[config.mk]
export PLATFORM = sky130hd
export DESIGN_NAME = s444_evt_observer
export DESIGN_NICKNAME = d
export VERILOG_FILES = /design/src/rtl/s444_evt_pkg.sv /design/src/rtl/s444_evt_fifo.sv /design/src/rtl/s444_evt_observer.sv
export SDC_FILE = /design/constraint.sdc
export NUM_CORES = 1
export LEC_CHECK = 0
export ABC_AREA = 1
export CAP_MARGIN = 10
export CORE_MARGIN = 2
export CORE_UTILIZATION = 40
export DETAILED_ROUTE_END_ITERATION = 6
export SLEW_MARGIN = 20
export SYNTH_ARGS = -nofsm -noshare
export SYNTH_HDL_FRONTEND = slang
export SYNTH_SLANG_ARGS = --single-unit
[constraint.sdc]
create_clock -name CK -period 6.4 [get_ports CK]
set_clock_uncertainty 0.15 [all_clocks]
set_input_delay 1.28 -clock CK [delete_from_list [all_inputs] [get_ports CK]]
set_output_delay 1.28 -clock CK [all_outputs]
set_load 0.05 [all_outputs]
[src/rtl/s444_evt_pkg.sv]
// s444_evt_pkg: shared types and helpers for the s444 event observer.
//   VEC_W     width of the observed s444 state vector {G107,G108,G118,G119,G167,G168}
//   DWW       width of the dwell counter carried in every event
//   evt_t     one change event {old vector, new vector, dwell cycles}
//   dwell_inc saturating increment of a dwell count
package s444_evt_pkg;

  localparam int VEC_W = 6;
  localparam int DWW   = 4;
  localparam int EVT_W = 2 * VEC_W + DWW;

  typedef struct packed {
    logic [VEC_W-1:0] old_v;
    logic [VEC_W-1:0] new_v;
    logic [DWW-1:0]   dwell;
  } evt_t;

  // Saturating +1: an all-ones dwell stays all-ones.
  function automatic logic [DWW-1:0] dwell_inc(input logic [DWW-1:0] d);
    logic [DWW-1:0] r;
    if (d == {DWW{1'b1}}) begin
      r = d;
    end else begin
      r = d + DWW'(1);
    end
    return r;
  endfunction

endpackage

[src/rtl/s444_evt_fifo.sv]
// s444_evt_fifo: synchronous FIFO of evt_t records.
//   clk       in   clock, rising edge
//   rst_n     in   synchronous active-low reset; empties the FIFO, overrides push/pop
//   push      in   write push_data (accepted when not full, or when full and popping)
//   push_data in   record to write
//   pop       in   remove the head (ignored when empty)
//   head      out  record at the head, all zeros while empty
//   full      out  DEPTH entries held
//   empty     out  no entries held
module s444_evt_fifo
  import s444_evt_pkg::*;
#(
  parameter int DEPTH = 4
) (
  input  logic clk,
  input  logic rst_n,
  input  logic push,
  input  evt_t push_data,
  input  logic pop,
  output evt_t head,
  output logic full,
  output logic empty
);

  localparam int AW = $clog2(DEPTH);

  logic [AW-1:0] wr_ptr_q, wr_ptr_d;
  logic [AW-1:0] rd_ptr_q, rd_ptr_d;
  logic [AW:0]   cnt_q, cnt_d;
  evt_t          mem_q [DEPTH];
  evt_t          mem_d [DEPTH];
  logic          push_ok;
  logic          pop_ok;

  assign full  = (cnt_q == (AW+1)'(DEPTH));
  assign empty = (cnt_q == {(AW+1){1'b0}});

  // When full, a push is only taken together with a pop: the slot being
  // vacated by the head is the one the write pointer already points at.
  assign push_ok = push & (~full | pop);
  assign pop_ok  = pop & ~empty;

  // Head record, zeroed while nothing is stored.
  always_comb begin
    if (empty) begin
      head = evt_t'({EVT_W{1'b0}});
    end else begin
      head = mem_q[rd_ptr_q];
    end
  end

  // Next-state for storage, pointers (wrap modulo DEPTH) and occupancy.
  always_comb begin
    mem_d    = mem_q;
    wr_ptr_d = wr_ptr_q;
    rd_ptr_d = rd_ptr_q;
    cnt_d    = cnt_q;
    if (push_ok) begin
      mem_d[wr_ptr_q] = push_data;
      wr_ptr_d        = wr_ptr_q + AW'(1);
    end else begin
      wr_ptr_d = wr_ptr_q;
    end
    if (pop_ok) begin
      rd_ptr_d = rd_ptr_q + AW'(1);
    end else begin
      rd_ptr_d = rd_ptr_q;
    end
    case ({push_ok, pop_ok})
      2'b10:   cnt_d = cnt_q + (AW+1)'(1);
      2'b01:   cnt_d = cnt_q - (AW+1)'(1);
      default: cnt_d = cnt_q;
    endcase
  end

  // Pointer and occupancy registers; reset empties the FIFO.
  always_ff @(posedge clk) begin
    if (!rst_n) begin
      wr_ptr_q <= {AW{1'b0}};
      rd_ptr_q <= {AW{1'b0}};
      cnt_q    <= {(AW+1){1'b0}};
    end else begin
      wr_ptr_q <= wr_ptr_d;
      rd_ptr_q <= rd_ptr_d;
      cnt_q    <= cnt_d;
    end
  end

  // Storage array; contents are don't-care while the count says empty.
  always_ff @(posedge clk) begin
    mem_q <= mem_d;
  end

endmodule

[src/rtl/s444_evt_observer.sv]
// s444_evt_observer: watches the s444 state vector, turns every change into an
// event {old, new, dwell} and queues it for a valid/ready consumer.
//   CK        in   clock, rising edge
//   RSTN      in   synchronous active-low reset
//   IN_EN     in   sample qualifier; 0 freezes the observer state
//   IN_VEC    in   {G107,G108,G118,G119,G167,G168}
//   EV_VALID  out  event available at FIFO head
//   EV_READY  in   consumer accepts head when EV_VALID & EV_READY
//   EV_OLD    out  vector before the change   (0 when EV_VALID=0)
//   EV_NEW    out  vector after the change    (0 when EV_VALID=0)
//   EV_DWELL  out  enabled cycles EV_OLD held, saturating (0 when EV_VALID=0)
//   OVF       out  sticky: an event was dropped since reset
//   DROP_CNT  out  saturating count of dropped events
module s444_evt_observer
  import s444_evt_pkg::*;
#(
  parameter int DEPTH = 4,
  parameter int DCW   = 8
) (
  input  logic             CK,
  input  logic             RSTN,
  input  logic             IN_EN,
  input  logic [VEC_W-1:0] IN_VEC,
  output logic             EV_VALID,
  input  logic             EV_READY,
  output logic [VEC_W-1:0] EV_OLD,
  output logic [VEC_W-1:0] EV_NEW,
  output logic [DWW-1:0]   EV_DWELL,
  output logic             OVF,
  output logic [DCW-1:0]   DROP_CNT
);

  logic [VEC_W-1:0] cur_q, cur_d;
  logic [DWW-1:0]   dwell_q, dwell_d;
  logic             armed_q, armed_d;
  logic             pend_vld_q, pend_vld_d;
  evt_t             pend_evt_q, pend_evt_d;
  logic             ovf_q, ovf_d;
  logic [DCW-1:0]   drop_cnt_q, drop_cnt_d;

  logic             fifo_full;
  logic             fifo_empty;
  logic             fifo_pop;
  logic             drop;
  evt_t             fifo_head;

  assign fifo_pop = EV_READY & ~fifo_empty;
  // A pending event is lost only if the FIFO is full and no slot frees this cycle.
  assign drop     = pend_vld_q & fifo_full & ~fifo_pop;

  // Change detection and dwell tracking; a detected change is parked in a
  // one-entry stage so it reaches the FIFO one edge later.
  always_comb begin
    cur_d      = cur_q;
    dwell_d    = dwell_q;
    armed_d    = armed_q;
    pend_vld_d = 1'b0;
    pend_evt_d = pend_evt_q;
    if (IN_EN) begin
      if (!armed_q) begin
        cur_d   = IN_VEC;
        dwell_d = DWW'(1);
        armed_d = 1'b1;
      end else if (IN_VEC == cur_q) begin
        dwell_d = dwell_inc(dwell_q);
      end else begin
        pend_vld_d = 1'b1;
        pend_evt_d = '{old_v: cur_q, new_v: IN_VEC, dwell: dwell_q};
        cur_d      = IN_VEC;
        dwell_d    = DWW'(1);
      end
    end else begin
      cur_d   = cur_q;
      dwell_d = dwell_q;
      armed_d = armed_q;
    end
  end

  // Overflow flag and saturating drop counter.
  always_comb begin
    ovf_d      = ovf_q;
    drop_cnt_d = drop_cnt_q;
    if (drop) begin
      ovf_d = 1'b1;
      if (drop_cnt_q != {DCW{1'b1}}) begin
        drop_cnt_d = drop_cnt_q + DCW'(1);
      end else begin
        drop_cnt_d = drop_cnt_q;
      end
    end else begin
      ovf_d      = ovf_q;
      drop_cnt_d = drop_cnt_q;
    end
  end

  // Observer state registers; reset also discards the pending event.
  always_ff @(posedge CK) begin
    if (!RSTN) begin
      cur_q      <= {VEC_W{1'b0}};
      dwell_q    <= {DWW{1'b0}};
      armed_q    <= 1'b0;
      pend_vld_q <= 1'b0;
      pend_evt_q <= evt_t'({EVT_W{1'b0}});
      ovf_q      <= 1'b0;
      drop_cnt_q <= {DCW{1'b0}};
    end else begin
      cur_q      <= cur_d;
      dwell_q    <= dwell_d;
      armed_q    <= armed_d;
      pend_vld_q <= pend_vld_d;
      pend_evt_q <= pend_evt_d;
      ovf_q      <= ovf_d;
      drop_cnt_q <= drop_cnt_d;
    end
  end

  s444_evt_fifo #(
    .DEPTH(DEPTH)
  ) u_fifo (
    .clk      (CK),
    .rst_n    (RSTN),
    .push     (pend_vld_q),
    .push_data(pend_evt_q),
    .pop      (fifo_pop),
    .head     (fifo_head),
    .full     (fifo_full),
    .empty    (fifo_empty)
  );

  assign EV_VALID = ~fifo_empty;
  assign EV_OLD   = fifo_head.old_v;
  assign EV_NEW   = fifo_head.new_v;
  assign EV_DWELL = fifo_head.dwell;
  assign OVF      = ovf_q;
  assign DROP_CNT = drop_cnt_q;

endmodule

Yosys cells after proc, flatten, opt, wreduce, memory -nomap -nowiden --
Index checks and enable logic that the tools add are counted. Widths: inputs -> output; s select.
Cells by class: add/sub/neg operators 6, $lt $le $gt $ge 3, equal/unequal tests 8, mux-type cells 14, bitwise operators 12, reduce and logical (&&, ||, !) cells 8
Operators with widths (count):
- $bwmux 64 | 1
- $mux 16 | 4
- $bmux 16 s2 | 1
- $demux 16 s2 | 1
- $mux 4 | 3
- $mux 6 | 2
- $add 8x1->8 const B | 1
- $ne 8x8->1 const B | 1
- $eq 6x6->1 | 1
- $ge 3x3->1 const B | 2
- $not 2->3 | 2
- $pmux 3 s2 | 1
- $reduce_and 2->1 | 3
- $reduce_and 3->1 | 2
- $and 1x1->1 | 5
- $add 2x1->2 const B | 2
- $add 4x1->4 const B | 1
- $eq 4x4->1 const B | 1
- $not 1->1 | 4
- $add 3x1->3 const B | 1
- $eq 3x3->1 const B | 1
- $logic_not 3->1 | 1
- $lt 3x1->1 const B | 1
- $ne 3x3->1 const B | 1
- other kinds (8) | 8
Storage, ports and cells: flip-flop bits (word level) 108, output and inout port bits 26, logic and storage cells 75

Longest topological paths before layout --
Gate-level depths: netlist of the first run.
depth after elaboration 7, depth in mapped cells 11, gate-level depth less buffers 11

By module --
From an unflattened synthesis of the first run, not the netlist that was laid out.
Unflattened totals: cells, all modules 497, area total of the unflattened synthesis 4653.2 µm²
By module, submodules not included:
- s444_evt_fifo | times used 1, cells each 258, area each 2985.4 µm², sequential area each 2062.0 µm²
- s444_evt_observer | times used 1, cells each 239, area each 1667.8 µm², sequential area each 740.7 µm²

Worst setup path after synthesis of the first run --
OpenSTA, ideal clock, no wires.
path kind reg2out, start point register u_fifo.cnt_q[2], end point output port EV_NEW[1], arrival time 2.078 ns, data required time 4.970 ns, path slack 2.892 ns, stages on the path, launching flop included 6, path buffers 1, cells stage by stage dfxtp_1 inv_1 nand2_1 clkinv_1 buf_1 a21oi_1
On the way: longest elaborated chain between the ends 2
RTL lines:
- start: declaration | RTL line s444_evt_fifo.sv:29 | logic [AW:0] cnt_q, cnt_d;
- start signal: assignment | RTL line s444_evt_fifo.sv:81 | cnt_q <= {(AW+1){1'b0}};
- start signal: assignment | RTL line s444_evt_fifo.sv:85 | cnt_q <= cnt_d;
- $logic_not 3->1 | RTL line s444_evt_fifo.sv:36 | assign empty = (cnt_q == {(AW+1){1'b0}});
- $mux 16 | RTL line s444_evt_fifo.sv:45 | if (empty) begin
- end: declaration | RTL line s444_evt_observer.sv:27 | output logic [VEC_W-1:0] EV_NEW,
Every way passes these cells.

Worst setup path in the final report of the first run --
start point register u_fifo.rd_ptr_q[1], end point output port EV_OLD[3]
On the way: longest elaborated chain between the ends 5
RTL lines:
- start: declaration | RTL line s444_evt_fifo.sv:28 | logic [AW-1:0] rd_ptr_q, rd_ptr_d;
- start signal: assignment | RTL line s444_evt_fifo.sv:80 | rd_ptr_q <= {AW{1'b0}};
- start signal: assignment | RTL line s444_evt_fifo.sv:84 | rd_ptr_q <= rd_ptr_d;
- $not 2->3 (implied by the code) | RTL line s444_evt_fifo.sv:48 | head = mem_q[rd_ptr_q];
- $bmux 16 s2 | RTL line s444_evt_fifo.sv:48
- $mux 16 (implied by the code) (2 in series) | RTL line s444_evt_fifo.sv:48
- $mux 16 | RTL line s444_evt_fifo.sv:45
- end: declaration | RTL line s444_evt_observer.sv:26 | output logic [VEC_W-1:0] EV_OLD,
Every way passes these cells. The select of a mux whose other input is x is not followed.

==> results of run 1 <==
-- worst paths after layout --
| kind | endpoint | startpoint | depth (start not counted) | slack [ps] |
|---|---|---|---|---|
| max reg2reg | u_fifo.cnt_q[2]$_SDFFE_PN0P_ | u_fifo.cnt_q[2]$_SDFFE_PN0P_ | 11 | 3740 |
| min | DROP_CNT[7]$_SDFFE_PN0P_ | DROP_CNT[7]$_SDFFE_PN0P_ | 2 | 330 |
| min reg2reg | DROP_CNT[7]$_SDFFE_PN0P_ | DROP_CNT[7]$_SDFFE_PN0P_ | 2 | 330 |
| max | EV_OLD[3] | u_fifo.rd_ptr_q[1]$_SDFFE_PN0P_ | 5 | 1870 |
-- layer usage --
layer  wire (um)  vias up  GRT usage  share of wire
li1            -     1586          -              -
met4          73        0    0.05425         0.0088
met1        4130     1372     0.2136           0.50
met5           0        -          0              0
met3         297        7    0.02253          0.036
met2        3809       53     0.2310           0.46
-- metrics by stage --
stage / cells / utilization
CTS: 633 / 0.4672
detailed placement: 617 / 0.4523
finish: 633 / 0.4672
global placement: 617 / 0.4528
floorplan: 457 / -
global route: 633 / 0.4672
-- cell usage in the layout (no fill, tap or decap) --
cell / instances
nand2_1: 27
nand4_1: 3
clkbuf_1: 3
o21ai_0: 59
clkdlybuf4s50_1: 34
nand4_2: 1
edfxtp_1: 64
fa_1: 1
nor3_1: 1
inv_1: 33
inv_2: 3
a21oi_1: 34
clkinvlp_4: 3
buf_4: 3
dfxtp_1: 44
nand3_1: 12
clkbuf_8: 9
buf_2: 1
clkinv_1: 3
nand3_2: 1
xor2_1: 2
o21a_1: 2
nand2_2: 2
nor2_1: 122
ha_1: 7
nand2_4: 1
nor2_2: 5
o21ai_1: 7
and2_1: 1
o31ai_1: 1
xnor2_1: 2
nor2_4: 2
-- report_power, final --
group | leakage [nW] | switching (mW) | internal (mW)
clock network | 0.0703 | 0.214 | 0.141
logic | 0.817 | 0.159 | 0.0716
registers | 0.952 | 0.0216 | 0.754
total | 1.84 | 0.395 | 0.967
-- registers in the layout, indices dropped and copies added, names as in the netlist --
| signal | count |
|---|---|
| u_fifo.mem_q | 64 |
| pend_evt_q | 16 |
| DROP_CNT | 8 |
| cur_q | 6 |
| dwell_q | 4 |
| u_fifo.cnt_q | 3 |
| u_fifo.rd_ptr_q | 2 |
| u_fifo.wr_ptr_q | 2 |
| OVF | 1 |
| armed_q | 1 |
| pend_vld_q | 1 |
-- area by class of cell --
type	instances	share of cell area
timing repair buffer	38	0.07263
inverter	38	0.02816
multi-input combinational	293	0.2794
tap	140	0.03458
sequential	108	0.5534
clock inverter	4	0.005188
clock buffer	12	0.02668
-- cell families after synthesis --
family,Yosys count,share of synthesized area
AND/OR/NAND/NOR,178,0.1674
flip-flops,108,0.6301
AO/OA/AOI/OAI,103,0.1176
buffers and inverters,56,0.05288
adder cells (fa/ha/maj),8,0.02419
XOR/XNOR,4,0.007878
-- tightest hold or removal path, stage by stage (launching register included) --
cell and delay, ps:
dfxtp_1 330, inv_1 50, a21oi_1 50
==> qor.csv, run 1 <==
metric,value,unit
clock slew at reported path FFs,100,ps
async set or reset register ratio after synthesis,0,
critical path startpoint category,register,
leading area contributor after synthesis,edfxtp_1,
largest net degree at the start of global routing,40,
hpwl dp,5491,um
P&R area growth vs syn,13.87,%
die width,109.5,um
post-synthesis sequential area ratio,0.6301,
Lkg Pwr,1.839,nW
TNS Setup,0,ps
initial antenna violation count,0,
Netlist cell types,31,
Tightest Pin Transition,998.6,ps
Crit path buffers/inverters,2,
cell with the most instances after synthesis,nor2_1,
CP Cell Sequence,"clkinv_1, nor2_1, o21ai_0, a21oi_1, clkdlybuf4s50_1",
final worst slack,1870,ps
Crit path max-delay family,buffers and inverters,
Mapped Cells,457,
Final Max Tran Viols,0,
Crit Path Class,register to output pin,
crit path DAT,3100,ps
Min Hold Slack,327.0,ps
Critical Path RT,4970,ps
Chip Height,109.5,um
top post-synthesis cells by area,"edfxtp_1 (43%), dfxtp_1 (20%), nor2_1 (10%), o21ai_0 (6.6%), a21oi_1 (3.8%)",
vias in the first global route,2812,
CTS tree,built,
Hold Fails Final Rpt,0,
root buf cell,clkbuf_8,
"top cells by count, synth","nor2_1 (124), edfxtp_1 (64), o21ai_0 (59)",
Post-Syn Area,4448,um^2
PD cells,268.8,nW/um^2
PortBufs,35,
Slew HR,0.3336,
total CTS buffers,9,
total clock sinks,108,
Area after DPL,4903,um^2
crit path time final,4530,ps
YS warnings,0,
Layout Nets,506,
Die ar.,11980,um^2
core area,10840,um^2
first-pass GRT wire length,13700,um
CTS HTree Levels,3,
Place WS,2182,ps
clk buf depth,2,
Worst-Skew Late Latency,350,ps
"Setup Fix Bufs, Post-CTS",0,
fin area,5065,um^2
ANT cells,0,
WL/cell,13.13,um
Fill cells,1054,
Max-Cap Viols,0,
routability cong.,0.8073,
WL final,8310,um
Peak Freq,0.2207,GHz
1st-pass router iterations,4,
CP max stage cell,clkdlybuf4s50_1,
Hold Buf Count CTS,0,
Cell Rows,38,
crit path max fanout,18,
synthesis-stage register bit count,108,
IO Pins,36,
CTS resizes,0,
Hold Path Class,register to register,
"antenna viol nets, final",0,
Mapped Nets,475,
area of the multi-input gates,1415,um^2
1st-iter DRT viols,140,
gr ovfl total,0,
share of post-route cells with drive strength above 1,0.06288,
top cell type's share of synthesized area,0.4321,
VDD IR max,0.00009026,V
RSZ-0062 raised after global routing,false,
Setup Viol. Count Final,0,
Initial Utilization,0.4103,
Tcrit/Tclk final,0.7078,
# DRC,0,
Main synth FF type,edfxtp_1,
Syn Area/Cell,9.733,um^2
via count,3018,
vias per std cell,4.768,
"EDFF count, synth",64,
CP max stage delay,840,ps
outcome,completed,
Tot Pwr,1.362,mW
Global Route Usage Sum,0.1493,
FF/Latch Area,2803,um^2
CP endpoint kind,output pin,
Power figures use the tool's default switching activity.
==> run 2, diff against run 1 <==
==> constraint.sdc (replaced) <==
create_clock -name CK -period 4.36 [get_ports CK]
set_clock_uncertainty 0.15 [all_clocks]
set_input_delay 0.872 -clock CK [delete_from_list [all_inputs] [get_ports CK]]
set_output_delay 0.872 -clock CK [all_outputs]
set_load 0.05 [all_outputs]
==> run 2 against run 1 <==
Core utilization up 0.72 points. Hold slack better by 0.57 ps. Final area up 1.5%. Flip-flop and latch count unchanged. Sequential share of layout area down 0.83 points. Count of clock-buffer cells in the layout unchanged. Wire length up 2.7%.
==> qor.csv, run 2 (synthesized netlist as in run 1, its figures left out) <==
metric,value,unit,change
RSZ-0062 raised after global routing,false,,unchanged
Tightest Pin Transition,665.6,ps,was 998.6 ps
CP Cell Sequence,"clkinv_1, buf_4, nor2_1, o21ai_0, a21oi_1, clkdlybuf4s50_1",,"was clkinv_1, nor2_1, o21ai_0, a21oi_1, clkdlybuf4s50_1"
outcome,completed,,unchanged
1st-iter DRT viols,160,,was 140
VDD IR max,0.0001651,V,was 0.00009026 V
CP max stage delay,850,ps,was 840 ps
clock slew at reported path FFs,100,ps,about the same
"most common cell after layout, fill and taps aside",nor2_1,,unchanged
final core area utilization,0.4744,,was 0.4672
via count,3065,,was 3018
fin area,5142,um^2,was 5065 um^2
"antenna viol nets, final",0,,unchanged
CTS tree,built,,unchanged
gr ovfl total,0,,unchanged
largest net degree at the start of global routing,27,,was 40
total CTS buffers,9,,unchanged
crit path time final,3748,ps,
final worst slack,611.6,ps,was 1870 ps
Largest register FFs,64,,unchanged
ANT cells,0,,unchanged
Setup Viol. Count Final,0,,unchanged
PD cells,399.6,nW/um^2,was 268.8 nW/um^2
Hold Fails Final Rpt,0,,unchanged
vias per std cell,4.789,,was 4.768
CP endpoint kind,output pin,,unchanged
PortBufs,35,,unchanged
1st-pass router iterations,4,,unchanged
critical path startpoint category,register,,unchanged
R2R setup slack,1700,ps,was 3740 ps
Max-Cap Viols,0,,unchanged
WL final,8536,um,was 8310 um
Area after DPL,4956,um^2,was 4903 um^2
Crit path max-delay family,buffers and inverters,,unchanged
Worst-Skew Late Latency,350,ps,about the same
Crit path buffers/inverters,3,,was 2
Place WS,985.1,ps,was 2182 ps
clk buf depth,2,,unchanged
Lkg Pwr,1.895,nW,was 1.839 nW
hpwl dp,5701,um,was 5491 um
# DRC,0,,unchanged
Min Hold Slack,327.6,ps,was 327.0 ps
routability cong.,0.7771,,was 0.8073
Die ar.,11980,um^2,unchanged
crit path DAT,2730,ps,was 3100 ps
"Setup Fix Bufs, Post-CTS",0,,unchanged
root buf cell,clkbuf_8,,unchanged
crit path max fanout,17,,was 18
total clock sinks,108,,unchanged
IO Pins,36,,unchanged
Slew HR,0.5557,,was 0.3336
most frequent cells in the layout,"nor2_1 (124), edfxtp_1 (64), o21ai_0 (59), dfxtp_1 (44), clkdlybuf4s50_1 (35)",,"was nor2_1 (122), edfxtp_1 (64), o21ai_0 (59), dfxtp_1 (44)"
share of post-route cells with drive strength above 1,0.07400,,was 0.06288
Layout Nets,513,,was 506
Largest Register,u_fifo.mem_q,,unchanged
Cell Rows,38,,unchanged
Fill cells,1037,,was 1054
CTS resizes,0,,unchanged
core area,10840,um^2,unchanged
Critical Path RT,3340,ps,was 4970 ps
die width,109.5,um,unchanged
Initial Utilization,0.4103,,unchanged
Crit Path Class,register to output pin,,unchanged
vias in the first global route,2885,,was 2812
first-pass GRT wire length,13940,um,was 13700 um
Peak Freq,0.2668,GHz,
Hold Buf Count CTS,0,,unchanged
CTS HTree Levels,3,,unchanged
WL/cell,13.34,um,was 13.13 um
Global Route Usage Sum,0.1504,,was 0.1493
CP max stage cell,clkdlybuf4s50_1,,unchanged
initial antenna violation count,0,,unchanged
P&R area growth vs syn,15.61,%,was 13.87%
Final Max Tran Viols,0,,unchanged
Hold Path Class,register to register,,unchanged
Tcrit/Tclk final,0.8597,,
TNS Setup,0,ps,unchanged
Chip Height,109.5,um,unchanged
==> run 2: cell count changes in the layout (fill, tap and decap cells not counted), sizes merged <==
cell           previous run  this run
buf                       4        10
clkinvlp                  3         1
clkdlybuf4s50            34        35
clkinv                    3         4
inv                      36        37
==> run 2: cell type report <==
type,instances,area (um^2),area share
clock inverter,4,30.03,0.005839
multi-input combinational,293,1410,0.2742
clock buffer,12,156.4,0.03041
tap,140,175.2,0.03406
inverter,38,142.6,0.02774
timing repair buffer,45,425.4,0.08273
sequential,108,2803,0.5450
==> run 2: path summary, 6_finish.rpt <==
path                              startpoint                           end  cells after the start
max          u_fifo.rd_ptr_q[1]$_SDFFE_PN0P_                   EV_DWELL[3]                      6
min                         OVF$_SDFFE_PN0P_              OVF$_SDFFE_PN0P_                      1
max reg2reg     u_fifo.cnt_q[2]$_SDFFE_PN0P_  u_fifo.cnt_q[2]$_SDFFE_PN0P_                     11
min reg2reg                 OVF$_SDFFE_PN0P_              OVF$_SDFFE_PN0P_                      1
==> run 2: worst reg2reg max path, delay by kind of cell (launching register included) <==
kind	cells	cell delay, ps
fa+ha+maj	2	580
buf+inv	3	570
compound gates	4	480
simple gates	2	420
flops	1	370
==> run 2: layer usage <==
metal	wire, um	vias to the layer above	global-route usage	share of wire
li1	-	1601	-	-
met1	4253	1420	0.2087	0.50
met2	4018	42	0.2394	0.47
met3	227	2	0.02253	0.027
met4	37	0	0.05515	0.0043
met5	0	-	0	0
==> run 2: report_power, final <==
part	switching, mW	internal (mW)	leakage [nW]	total, mW
clock	0.322	0.246	0.0921	0.568
sequential	0.0284	1.11	0.952	1.14
combinational	0.241	0.111	0.850	0.352
==> run 2: through the flow <==
step                      total power, mW  cells
after floorplan                     1.399    457
after global placement              1.508    624
after detailed placement            1.514    624
after CTS                           2.076    640
after global routing                2.155    640
final                               2.055    640
==> run 3, diff against run 2 <==
==> constraint.sdc (replaced) <==
create_clock -name CK -period 3.7 [get_ports CK]
set_clock_uncertainty 0.15 [all_clocks]
set_input_delay 0.74 -clock CK [delete_from_list [all_inputs] [get_ports CK]]
set_output_delay 0.74 -clock CK [all_outputs]
set_load 0.05 [all_outputs]
==> run 3 against run 2 <==
Final area hardly changed. Non-clock buffer count unchanged. Combinational power increased by 18%. Power increased by 19%. Count of clock-buffer cells in the layout is 1 lower. Sequential power increased by 17%. Wire length decreased by 4.1%. Die area unchanged. First-iteration DRC count down 12%. Final cell count unchanged. Setup slack worse by 270 ps.
==> qor.csv, run 3 (synthesized netlist as in run 1, its figures left out) <==
metric,value,unit,change
Fill cells,1042,,was 1037
Tot Pwr,2.444,mW,was 2.055 mW
VDD IR max,0.0001982,V,was 0.0001651 V
P&R area growth vs syn,15.70,%,was 15.61%
1st-iter DRT viols,141,,was 160
Worst-Skew Late Latency,360,ps,was 350 ps
initial antenna violation count,0,,unchanged
most frequent cells in the layout,"nor2_1 (124), edfxtp_1 (64), o21ai_0 (59), dfxtp_1 (44), a21oi_1 (34)",,"was nor2_1 (124), edfxtp_1 (64), o21ai_0 (59), dfxtp_1 (44), clkdlybuf4s50_1 (35)"
root buf cell,clkbuf_8,,unchanged
ANT cells,0,,unchanged
crit path max fanout,10,,was 17
Initial Utilization,0.4103,,unchanged
"antenna viol nets, final",0,,unchanged
switching part of the total power,0.2913,,was 0.2879
WL/cell,12.79,um,was 13.34 um
Die ar.,11980,um^2,unchanged
vias in the first global route,2870,,was 2885
Hold Path Cell Cnt,2,,was 1
PD cells,474.8,nW/um^2,was 399.6 nW/um^2
Max-Cap Viols,0,,unchanged
Final Max Tran Viols,0,,unchanged
final worst slack,344.5,ps,was 611.6 ps
TNS Setup,0,ps,unchanged
vias per std cell,4.775,,was 4.789
"most common cell after layout, fill and taps aside",nor2_1,,unchanged
Critical Path RT,2810,ps,was 3340 ps
Peak Freq,0.2980,GHz,
Tightest Pin Transition,571.5,ps,was 665.6 ps
RR Endpoint,u_fifo.cnt_q[2]$_SDFFE_PN0P_,,unchanged
Pint,1.732,mW,was 1.463 mW
CTS resizes,0,,unchanged
crit path time final,3355,ps,
CP endpoint kind,output pin,,unchanged
dpl cells,624,,unchanged
clk buf depth,2,,unchanged
1st-pass router iterations,4,,unchanged
Largest register FFs,64,,unchanged
crit path DAT,2470,ps,was 2730 ps
Largest Register,u_fifo.mem_q,,unchanged
total CTS buffers,9,,unchanged
Setup Viol. Count Final,0,,unchanged
die width,109.5,um,unchanged
Hold Buf Count CTS,0,,unchanged
sequential share of power,0.546,,was 0.552
Hold Fails Final Rpt,0,,unchanged
R2R setup slack,1190,ps,was 1700 ps
RSZ-0062 raised after global routing,false,,unchanged
PortBufs,35,,unchanged
critical path startpoint category,register,,unchanged
via count,3056,,was 3065
outcome,completed,,unchanged
WHS Endpoint,DROP_CNT[7]$_SDFFE_PN0P_,,was OVF$_SDFFE_PN0P_
fin cells,640,,unchanged
Place WS,730.2,ps,was 985.1 ps
largest net degree at the start of global routing,33,,was 27
total clock sinks,108,,unchanged
gr ovfl total,0,,unchanged
fin area,5146,um^2,was 5142 um^2
Cell Rows,38,,unchanged
Slew HR,0.6178,,was 0.5557
R2R cell count,11,,unchanged
# DRC,0,,unchanged
hpwl dp,5601,um,was 5701 um
Area after DPL,4951,um^2,was 4956 um^2
first-pass GRT wire length,13750,um,was 13940 um
Lkg Pwr,1.909,nW,was 1.895 nW
sw power,0.7119,mW,was 0.5917 mW
Crit Path Class,register to output pin,,unchanged
routability cong.,0.7950,,was 0.7771
Hold Path Class,register to register,,unchanged
IO Pins,36,,unchanged
min-delay src,DROP_CNT[7]$_SDFFE_PN0P_,,was OVF$_SDFFE_PN0P_
core area,10840,um^2,unchanged
WL final,8185,um,was 8536 um
Layout Nets,513,,unchanged
RR Startpoint,u_fifo.cnt_q[1]$_SDFFE_PN0P_,,was u_fifo.cnt_q[2]$_SDFFE_PN0P_
CTS HTree Levels,3,,unchanged
combinational power share,0.171,,about the same
Chip Height,109.5,um,unchanged
Global Route Usage Sum,0.1498,,was 0.1504
share of post-route cells with drive strength above 1,0.08000,,was 0.07400
Tcrit/Tclk final,0.9069,,
CTS tree,built,,unchanged
"Setup Fix Bufs, Post-CTS",0,,unchanged
share of power burned in the clock network,0.284,,was 0.276
clock slew at reported path FFs,110,ps,was 100 ps
[run 3: per-stage QoR]
step                      hold WS, ps    util
after floorplan                 310.8       -
after global placement          308.6  0.4567
after detailed placement        313.3  0.4567
after CTS                       334.9  0.4747
after global routing            350.8  0.4747
final                           334.0  0.4747
[run 3: worst max-delay path, stage by stage, from the launching register on]
cell and delay [ps]:
dfxtp_1 390, nor2_2 60, nand2_1 80, clkinv_1 300, buf_4 300, a21oi_1 150, clkdlybuf4s50_1 820
[run 3: how the worst max path moves through the flow]
| stage | start | endpoint | slack (ps) |
|---|---|---|---|
| global route | u_fifo.cnt_q[1]$_SDFFE_PN0P_ | EV_NEW[2] | 220 |
| CTS | u_fifo.cnt_q[1]$_SDFFE_PN0P_ | EV_NEW[2] | 300 |
| global placement | u_fifo.rd_ptr_q[1]$_SDFFE_PN0P_ | EV_NEW[5] | 780 |
| floorplan | u_fifo.cnt_q[2]$_SDFFE_PN0P_ | EV_NEW[1] | 730 |
| finish | u_fifo.cnt_q[1]$_SDFFE_PN0P_ | EV_NEW[2] | 340 |
| detailed placement | u_fifo.cnt_q[1]$_SDFFE_PN0P_ | EV_NEW[2] | 730 |
[run 3: area by class of cell]
cell class,count,area [um^2],share of cell area
Sequential cell,108,2803,0.5446
Timing Repair Buffer,45,420.4,0.08169
Tap cell,140,175.2,0.03404
Multi-Input combinational cell,293,1410,0.2740
Inverter,38,142.6,0.02772
Clock inverter,5,42.54,0.008266
Clock buffer,11,152.6,0.02966
[run 3: per-layer routing]
layer | track usage | wire [um] | vias to the layer above | part of all wire
met1 | 0.2021 | 3953 | 1394 | 0.48
li1 | - | - | 1599 | -
met5 | 0 | 0 | - | 0
met4 | 0.06420 | 105 | 0 | 0.013
met2 | 0.2429 | 3818 | 55 | 0.47
met3 | 0.01956 | 307 | 8 | 0.038
[run 3: power by group through the flow]
| stage | combinational (mW) | sequential [mW] | clock [mW] |
|---|---|---|---|
| after floorplan | 0.298 | 1.35 | 0 |
| after global placement | 0.417 | 1.36 | 0 |
| after detailed placement | 0.421 | 1.36 | 0 |
| after CTS | 0.422 | 1.33 | 0.716 |
| after global routing | 0.460 | 1.34 | 0.760 |
| final | 0.417 | 1.33 | 0.693 |
